File: config.mk
export PLATFORM = sky130hd
export DESIGN_NAME = flopenr_pipe_flat
export DESIGN_NICKNAME = d
export VERILOG_FILES = /design/src/rtl/flopenr_pipe_if.sv /design/src/rtl/flopenr_pipe.sv /design/src/flat_wrapper.sv
export SDC_FILE = /design/constraint.sdc
export NUM_CORES = 1
export LEC_CHECK = 0
export CAP_MARGIN = 20
export CORE_MARGIN = 2
export CORE_UTILIZATION = 45
export DETAILED_ROUTE_END_ITERATION = 7
export HOLD_SLACK_MARGIN = 0.02
export PLACE_DENSITY_LB_ADDON = 0.08
export SYNTH_ARGS = -nofsm -noshare
export SYNTH_HDL_FRONTEND = slang
export SYNTH_SLANG_ARGS = --single-unit
File: constraint.sdc
create_clock -name clk -period 1.45 [get_ports clk]
set_clock_uncertainty 0.05 [all_clocks]
set_input_delay 0.29 -clock clk [delete_from_list [all_inputs] [get_ports clk]]
set_output_delay 0.29 -clock clk [all_outputs]
set_load 0.02 [all_outputs]
File: src/rtl/flopenr_pipe_if.sv
// Handshake bundle for flopenr_pipe: upstream valid/ready/data, downstream valid/ready/data
// and the occupancy count. master is the environment side, slave is the pipe.
interface flopenr_pipe_if #(
  parameter int unsigned WIDTH = 8,
  parameter int unsigned CW    = 2
);
  logic             in_valid;
  logic [WIDTH-1:0] in_data;
  logic             in_ready;
  logic             out_valid;
  logic [WIDTH-1:0] out_data;
  logic             out_ready;
  logic [CW-1:0]    count;

  modport master (
    output in_valid, in_data, out_ready,
    input  in_ready, out_valid, out_data, count
  );

  modport slave (
    input  in_valid, in_data, out_ready,
    output in_ready, out_valid, out_data, count
  );
endinterface

File: src/rtl/flopenr_pipe.sv
// Elastic pipeline register: DEPTH valid-tagged stages with collapsing bubbles,
// global hold (freeze) and synchronous flush (invalidate, data kept).
module flopenr_pipe #(
  parameter int unsigned      WIDTH     = 8,
  parameter int unsigned      DEPTH     = 2,
  parameter logic [WIDTH-1:0] RESET_VAL = '0
) (
  input  logic          clk,
  input  logic          reset,
  input  logic          flush,
  input  logic          hold,
  flopenr_pipe_if.slave bus
);
  localparam int unsigned CW = $clog2(DEPTH + 1);

  logic [DEPTH-1:0]            v_q, v_d;
  logic [DEPTH-1:0][WIDTH-1:0] d_q, d_d;
  logic [CW-1:0]               count_q, count_d;
  logic [DEPTH-1:0]            ld;
  logic                        chain;

  always_comb begin
    // Walk from the output back to the input so each stage sees its downstream load.
    chain = bus.out_ready;
    ld    = '0;
    for (int k = DEPTH - 1; k >= 0; k--) begin
      chain = ~v_q[k] | chain;
      ld[k] = chain & ~hold;
    end

    v_d = v_q;
    d_d = d_q;
    if (ld[0]) begin
      v_d[0] = bus.in_valid;
      if (bus.in_valid) begin
        d_d[0] = bus.in_data;
      end
    end
    for (int k = 1; k < DEPTH; k++) begin
      if (ld[k]) begin
        v_d[k] = v_q[k-1];
        if (v_q[k-1]) begin
          d_d[k] = d_q[k-1];
        end
      end
    end

    // Flush beats everything, including a beat accepted this same cycle.
    if (flush) begin
      v_d = '0;
    end

    count_d = '0;
    for (int k = 0; k < DEPTH; k++) begin
      count_d = count_d + CW'(v_d[k]);
    end
  end

  always_ff @(posedge clk or posedge reset) begin
    if (reset) begin
      v_q     <= '0;
      d_q     <= {DEPTH{RESET_VAL}};
      count_q <= '0;
    end else begin
      v_q     <= v_d;
      d_q     <= d_d;
      count_q <= count_d;
    end
  end

  assign bus.in_ready  = ld[0];
  assign bus.out_valid = v_q[DEPTH-1];
  assign bus.out_data  = d_q[DEPTH-1];
  assign bus.count     = count_q;
endmodule

File: src/flat_wrapper.sv
// flat-port wrapper written by rule: the top's interface ports become plain ports
module flopenr_pipe_flat 
#(
  parameter int unsigned      WIDTH     = 8,
  parameter int unsigned      DEPTH     = 2,
  parameter logic [WIDTH-1:0] RESET_VAL = '0
)
  (clk, reset, flush, hold, bus_in_valid, bus_in_data, bus_out_ready, bus_in_ready, bus_out_valid, bus_out_data, bus_count);
  flopenr_pipe_if #(.WIDTH(WIDTH), .CW(2)) bus_i ();
  input  logic clk;
  input  logic reset;
  input  logic flush;
  input  logic hold;
  input wire logic [$bits(bus_i.in_valid)-1:0] bus_in_valid;
  input wire logic [$bits(bus_i.in_data)-1:0] bus_in_data;
  input wire logic [$bits(bus_i.out_ready)-1:0] bus_out_ready;
  output wire logic [$bits(bus_i.in_ready)-1:0] bus_in_ready;
  output wire logic [$bits(bus_i.out_valid)-1:0] bus_out_valid;
  output wire logic [$bits(bus_i.out_data)-1:0] bus_out_data;
  output wire logic [$bits(bus_i.count)-1:0] bus_count;
  assign bus_i.in_valid = bus_in_valid;
  assign bus_i.in_data = bus_in_data;
  assign bus_i.out_ready = bus_out_ready;
  assign bus_in_ready = bus_i.in_ready;
  assign bus_out_valid = bus_i.out_valid;
  assign bus_out_data = bus_i.out_data;
  assign bus_count = bus_i.count;
  flopenr_pipe #(.WIDTH(WIDTH), .DEPTH(DEPTH), .RESET_VAL(RESET_VAL)) u_core (.clk(clk), .reset(reset), .flush(flush), .hold(hold), .bus(bus_i));
endmodule
==> results of run 1 <==
[repair_timing]
| item | 4_1_cts | 5_1_grt |
|---|---|---|
| gates resized for setup | 21 | 8 |
| hold buffers | 0 | 0 |
| setup endpoints to repair | 29 | 13 |
| setup buffers | 0 | 2 |
| pin swaps | 1 | 3 |
[sequential cells by signal, summed over array words and instances, names as in the netlist]
name	count
u_core.bus.count	2
u_core.bus.out_data	8
u_core.d_q	8
u_core.v_q	2
[layout by cell type, fill, tap and decap left out]
cell	instances
dfrtp_1	20
clkdlybuf4s50_1	12
mux2_4	11
dlygate4sd2_1	11
buf_4	7
mux2_2	5
clkbuf_4	3
nand2b_4	2
a21oi_2	2
inv_1	2
nor2b_4	1
a21o_4	1
nor2_4	1
o21ai_1	1
o21ai_0	1
a21oi_1	1
ha_1	1
bufinv_16	1
buf_2	1
buf_12	1
[layer usage]
| layer | vias up | track usage, % | routed length [um] |
|---|---|---|---|
| li1 | 244 | - | - |
| met1 | 246 | 15.8 | 605 |
| met2 | 20 | 22.9 | 779 |
| met3 | 2 | 7.04 | 114 |
| met4 | 0 | 4.86 | 12 |
| met5 | - | 0 | 0 |
[area by class of cell]
class / count / area (um2) / area share [%]
repair buffers: 32 / 294 / 24.1
flip-flops and latches: 20 / 500 / 41.0
multi-input cells: 27 / 334 / 27.4
well taps: 25 / 31.3 / 2.56
inverters: 2 / 7.51 / 0.615
clock buffers: 3 / 22.5 / 1.85
clock inverters: 1 / 30.0 / 2.46
[worst paths after layout]
| path | start | to | slack [ns] | cells past startpoint |
|---|---|---|---|---|
| setup / recovery | u_core.v_q[1] | bus_in_ready | 0.02 | 3 |
| hold / removal | reset | u_core.bus.out_data[6] | 0.25 | 3 |
| setup reg to reg | u_core.v_q[1] | u_core.bus.count[0] | 0.03 | 5 |
| max in group asynchronous | reset | u_core.v_q[0] | 0.89 | 3 |
| hold reg to reg | u_core.bus.out_data[5] | u_core.bus.out_data[5] | 0.46 | 1 |
| min in group clk | u_core.bus.out_data[5] | u_core.bus.out_data[5] | 0.46 | 1 |
[worst reg2reg max path, stage by stage (launching register included)]
cell,delay (ns)
dfrtp_1,0.40
nor2b_4,0.14
buf_4,0.15
o21ai_1,0.20
a21oi_2,0.10
ha_1,0.29
[metrics by stage]
| stage | TNS [ns] | hold slack, ns | cells | setup WS (ns) | util, % |
|---|---|---|---|---|---|
| final | 0 | 0.248 | 110 | 0.0246 | 68.4 |
| after global routing | -0.0808 | 0.272 | 110 | -0.0573 | 68.4 |
| after CTS | -0.100 | 0.249 | 108 | -0.0265 | 65.8 |
| after detailed placement | -8.38 | 0.439 | 104 | -0.529 | 63.2 |
| after global placement | -7.44 | 0.439 | 104 | -0.504 | 63.2 |
| after floorplan | 0 | 0.204 | 58 | 0.0354 | - |
[synth_stat cells, drive strengths merged]
cell type	n	area (um2)
o21ai	2	10.0
buf	9	71.3
mux2	16	210
a21oi	3	15.0
a21o	1	7.51
nand2b	2	20.0
inv	2	7.51
ha	1	12.5
dfrtp	20	500
nor2	1	11.3
nor2b	1	13.8
[power by group through the flow]
stage	Sequential (W)	Combinational, W	Clock, W
after detailed placement	0.000736	0.000478	0
after global routing	0.000739	0.000477	0.000483
after CTS	0.000721	0.000424	0.000454
final	0.000724	0.000446	0.000443
after global placement	0.000732	0.000469	0
after floorplan	0.000726	0.000360	0
[cell families after synthesis]
family	synth area share, %
flip-flops	56.9
multiplexers	23.9
buffers and inverters	8.96
AO/OA/AOI/OAI	3.70
AND/OR/NAND/NOR	5.12
adder cells (fa/ha/maj)	1.42
==> impl_results.md, run 1 <==
- #FFs+latches synth: 20
- Critical-path cell list: nor2b_4, a21oi_2, buf_4
- Routability-driven placement congestion ratio: between 0.8 and 0.9
- DRT iter0 DRCs: 2
- I/O pin count: 26
- Share of layout cells above drive strength 1: roughly 42%
- First-pass GRT wire length: ~2.1 mm
- TritonCTS sink count: 20
- Clk root buf: clkbuf_4
- TritonCTS buffer count: 3
- Unrepaired setup endpoints after global routing: true
- CP Launch Type: flip-flop
- Bufs on Longest Clock Path: 2
- DRT Pass-1 Iters: 4
- Initial antenna violation count: 0
- Post-Synthesis Cells: 58
- CTS tree: done
- Placed cell areas: between 1000 and 1500 um2
- Final setup fails: 0
- Psw: 0.000420 W
- Max-slew violation count: 0
- Crit path max-delay cell type: dfrtp_1
- Port Buffers: 25
- Final Cell Area: around 1200 um2
- Worst path bufs/invs: 1
- WL final: roughly 1.5 mm
- Post-DRT Antenna Nets: 0
- PD cells: between 1000 and 1500 nW/um2
- Die area: approximately 2300 um2
- Vias: between 500 and 600
- Final net count: just over 100
- N_diodes: 0
- H-tree levels: 1
- Logic pwr share: between 20 and 30%
- Syn Area/Cell: about 15 um2
- Crit path kind: reg -> out
- Clock power frac: a little over a quarter
- Sequential area share after synthesis: a little under three fifths
- Fillers: ~140
- Critical Path AT: 1.09 ns
- CP peak stage delay: about 0.40 ns
- Clock-pin transition on the worst setup and hold timing paths: 0.11 ns
- Num rows: 15
- Max cap viols: 0
- Post-layout min period: between 1 and 1.5 ns
- Starting Density: 49.3%
- Leakage: ~0.60 nW
- P_int: 0.00119 W
- Max FO, Critical Path: 2
- Die X-Extent: just under 50 um
- Delay-heaviest family, CP: flip-flops
- Post-synthesis net count: 73
- Drt via density: about 4.7
- Period utilization: between 90% and 100%
- DRC violations left: 0
- Sequential power share: ~45%
- Final hold viol count: 0
- Wirelength per Cell: 13.7 um
- Total power draw: around 0.0016 W
- Worst Setup End Kind: output port
- Total GRT Usage: approximately 14%
- Synth-to-Final Area Change: 38.7%
- HP Class: in -> async
- Sw Share: between 20% and 30%
- CP required: between 1 and 1.5 ns
- Rel. slew slack: 83.6%
- Gr ovfl total: 0
- Least-Margin Pin Slew: between 0.2 and 0.25 ns
- Core area: ~1800 um2
- DIE HEIGHT: just under 50 um
- Worst VDD drop: ~0.0011 V
- Number of global-route vias before repair: ~500
- Synth warn: 0
- Largest net degree at the start of global routing: 21
- Clock latency at the later pin of the worst-skew pair: ~0.3 ns
- Max Clk Rate: roughly 0.7 GHz
- Post-synthesis cell type count: 14
- Mapped cell area: 880 um2
- Status: finished, final reports clean
(Power assumes the default switching activity.)
==> run 2: changes to the inputs <==
ABC_AREA = 1   (was not set)
CORE_UTILIZATION = 46   (was 45)
==> run 2 against run 1 <==
  * Clock power rose by 4.7%
  * Routed wire length rose by 6.9%
  * Power fell by 7.3%
  * Setup slack improved by 0.015 ns
  * Critical path depth rose by 1
  * Area after synthesis rose by 6.5%
  * First-iteration DRC count rose to 5.0 times the previous value
  * Combinational power fell by 21%
  * Highest routed layer unchanged
  * Critical endpoint unchanged
  * Worst hold slack got worse by 0.012 ns
  * Largest cell class unchanged
  * Global-route usage rose by 1.5 points
  * Critical path type unchanged
  * Final cell count rose by 36%
  * Largest power group unchanged
  * Clock-buffer cell count did not move
==> impl_results.md, run 2 <==
- Post-layout min period: 1.41 ns (was 1.43 ns)
- Die area: 2410 um2 (was 2320 um2)
- CP required: 1.11 ns (about the same)
- Crit path kind: reg -> out (unchanged)
- Critical-path cell list: nand2_2, nand2_2, o21ai_1, buf_4 (was nor2b_4, a21oi_2, buf_4)
- Vias: 703 (was 512)
- Crit path max-delay cell type: dfrtp_1 (unchanged)
- Initial antenna violation count: 0 (unchanged)
- PD cells: 1190 nW/um2 (was 1320 nW/um2)
- CTS tree: done (unchanged)
- Dpl hpwl: roughly 1.2 mm
- Critical Path AT: 1.07 ns (was 1.09 ns)
- DRT iter0 DRCs: 10 (was 2)
- Synth warn: 0 (unchanged)
- Post-synth top area cell: dfrtp_1 (unchanged)
- Max cap viols: 0 (unchanged)
- CP peak stage delay: 0.42 ns (was 0.40 ns)
- I/O pin count: 26 (unchanged)
- Post-synthesis net count: 108 (was 73)
- H-tree levels: 1 (unchanged)
- Status: finished, final reports clean (unchanged)
- Clock-pin transition on the worst setup and hold timing paths: 0.12 ns (was 0.11 ns)
- Worst Setup End Kind: output port (unchanged)
- Total GRT Usage: 15.5% (was 14.0%)
- M2 GR Usage: 23.4% (was 22.9%)
- HP Class: in -> async (unchanged)
- CTS Hold Bufs: 0 (unchanged)
- Most used routing layer in global routing: met2 (unchanged)
- DRT Pass-1 Iters: 4 (unchanged)
- Sequential area share after synthesis: 53.4% (was 56.9%)
- Rel. slew slack: 83.1% (was 83.6%)
- GR Util met1: 21.1% (was 15.8%)
- Met3 global-route usage: 4.60% (was 7.04%)
- WL final: 1.62 mm (was 1.51 mm)
- Mapped cell area: 937 um2 (was 880 um2)
- Starting Density: 48.3% (was 49.3%)
- Core area: 1940 um2 (was 1780 um2)
- Final setup fails: 0 (unchanged)
- TritonCTS buffer count: 3 (unchanged)
- Share of layout cells above drive strength 1: 26.8% (was 42.4%)
- N_diodes: 0 (unchanged)
- Commonest non-fill, non-tap cells in the layout: 26 x nand2_1, 20 x dfrtp_1, 13 x buf_4, 12 x dlygate4sd2_1, 11 x clkdlybuf4s50_1 (was 20 x dfrtp_1, 12 x clkdlybuf4s50_1, 11 x mux2_4, 11 x dlygate4sd2_1, 7 x buf_4)
- Number of synthesized flops with an enable pin: 0 (unchanged)
- Drt via density: 4.69 (was 4.65)
- TritonCTS sink count: 20 (unchanged)
- Count leader, synth: nand2_1 (was dfrtp_1)
- Port Buffers: 25 (unchanged)
- Total power draw: 0.00150 W (was 0.00161 W)
- Post-synth top area share: 53.4% (was 56.9%)
- Delay-heaviest family, CP: flip-flops (unchanged)
- First-pass GRT wire length: 2.84 mm (was 2.11 mm)
- Die X-Extent: 49.1 um (was 48.2 um)
- Most common cell after layout, fill and taps aside: nand2_1 (was dfrtp_1)
- Number of global-route vias before repair: 651 (was 497)
- Predominant post-synthesis flop cell: dfrtp_1 (unchanged)
- Hold Slack: 0.236 ns (was 0.248 ns)
- Final net count: 139 (was 101)
- Period utilization: 97.3% (was 98.3%)
- Max FO, Critical Path: 2 (unchanged)
- Routability-driven placement congestion ratio: 0.803 (was 0.800)
- Worst VDD drop: 0.000727 V (was 0.00110 V)
- Clock latency at the later pin of the worst-skew pair: 0.30 ns (about the same)
- CP Launch Type: flip-flop (unchanged)
- DRC violations left: 0 (unchanged)
- Synth top cells by count: 27 x nand2_1, 20 x dfrtp_1, 11 x inv_1, 9 x buf_4 (was 20 x dfrtp_1, 8 x buf_4, 8 x mux2_2, 8 x mux2_4, 3 x a21oi_1)
- Clk root buf: clkbuf_4 (unchanged)
- Max Clk Rate: 0.709 GHz (was 0.702 GHz)
- Final Cell Area: 1260 um2 (was 1220 um2)
- Placed cell areas: 1220 um2 (was 1130 um2)
- Setup WS pre-CTS: -0.495 ns (was -0.529 ns)
- Setup ws final: 0.0397 ns (was 0.0246 ns)
- Wirelength per Cell: 10.8 um (was 13.7 um)
- DIE HEIGHT: 49.1 um (was 48.2 um)
- Max-slew violation count: 0 (unchanged)
- Syn Area/Cell: 10.1 um2 (was 15.2 um2)
- Least-Margin Pin Slew: 0.254 ns (was 0.247 ns)
- Largest net degree at the start of global routing: 21 (unchanged)
- #FFs+latches synth: 20 (unchanged)
- Synth-to-Final Area Change: 34.4% (was 38.7%)
- Num rows: 16 (was 15)
- Top cells by area, synth: dfrtp_1 53%, nand2_1 11%, o21ai_2 7.5% (was dfrtp_1 57%, mux2_4 14%, mux2_2 10%)
- Post-synthesis cell type count: 14 (unchanged)
- Most Frequent Cell on Critical Path: nand2_2
- Final hold viol count: 0 (unchanged)
- Leakage: 0.654 nW (was 0.600 nW)
- Unrepaired setup endpoints after global routing: true (unchanged)
- Bufs on Longest Clock Path: 2 (unchanged)
- Asr flop ratio synth: 100% (unchanged)
- Post-DRT Antenna Nets: 0 (unchanged)
- Post-Synthesis Cells: 93 (was 58)
- Worst path bufs/invs: 1 (unchanged)
- Core Util, Final: 64.9% (was 68.4%)
- Gr ovfl total: 0 (unchanged)
-- run 2: logic make-up (layout without fill, tap and decap cells) --
family	after synthesis	count (layout)	share of synthesized area (%)
AOI/OAI and AO/OA	11	11	9.48
adders and majority gates	1	1	1.33
buffers and inverters	22	52	13.4
DFF	20	20	53.4
and+or+nand+nor	39	39	22.4
-- run 2: routing by layer --
| layer | vias to the layer above | wire, um |
|---|---|---|
| li1 | 352 | - |
| met4 | 0 | 18 |
| met1 | 324 | 721 |
| met2 | 23 | 767 |
| met5 | - | 0 |
| met3 | 4 | 109 |
-- run 2: power breakdown --
group          leakage [nW]  internal (W)  switching (W)
Combinational         0.370      0.000157       0.000197
Clock                0.0279      0.000279       0.000184
Sequential            0.256      0.000640      0.0000378
Total                 0.654       0.00108       0.000419
-- run 2: timing repair --
item	CTS	global route
pin swaps	1	2
setup buffers	0	1
endpoints found under the setup margin	12	1
resized for setup	22	3
-- run 2: path summary, 6_finish.rpt --
| check | cells past startpoint | to | from | slack (ns) |
|---|---|---|---|---|
| max | 4 | bus_in_ready | u_core.v_q[1] | 0.04 |
| min | 3 | u_core.d_q[6] | reset | 0.24 |
| max reg2reg | 5 | u_core.bus.count[0] | u_core.v_q[1] | 0.12 |
| min reg2reg | 2 | u_core.d_q[5] | u_core.d_q[5] | 0.43 |
| max in group asynchronous | 3 | u_core.v_q[0] | reset | 0.90 |
| min in group clk | 2 | u_core.d_q[5] | u_core.d_q[5] | 0.43 |
-- run 2: layout make-up --
cell class / count / area, um2
clock buffers: 3 / 22.5
clock inverters: 1 / 30.0
inverters: 11 / 41.3
flip-flops and latches: 20 / 500
repair buffers: 37 / 318
fillers: 182 / 682
well taps: 27 / 33.8
multi-input cells: 51 / 314
-- run 2: worst reg2reg max path: stages, from the launching register on --
cell	delay (ns)
dfrtp_1	0.42
buf_4	0.16
nand3_4	0.09
nand3_4	0.07
a21oi_1	0.19
ha_1	0.26
-- run 2: per-stage QoR --
stage	std cells	TNS, ns
finish	150	0
global route	150	-0.0137
CTS	149	0
detailed placement	145	-2.39
global placement	145	-2.09
floorplan	93	0
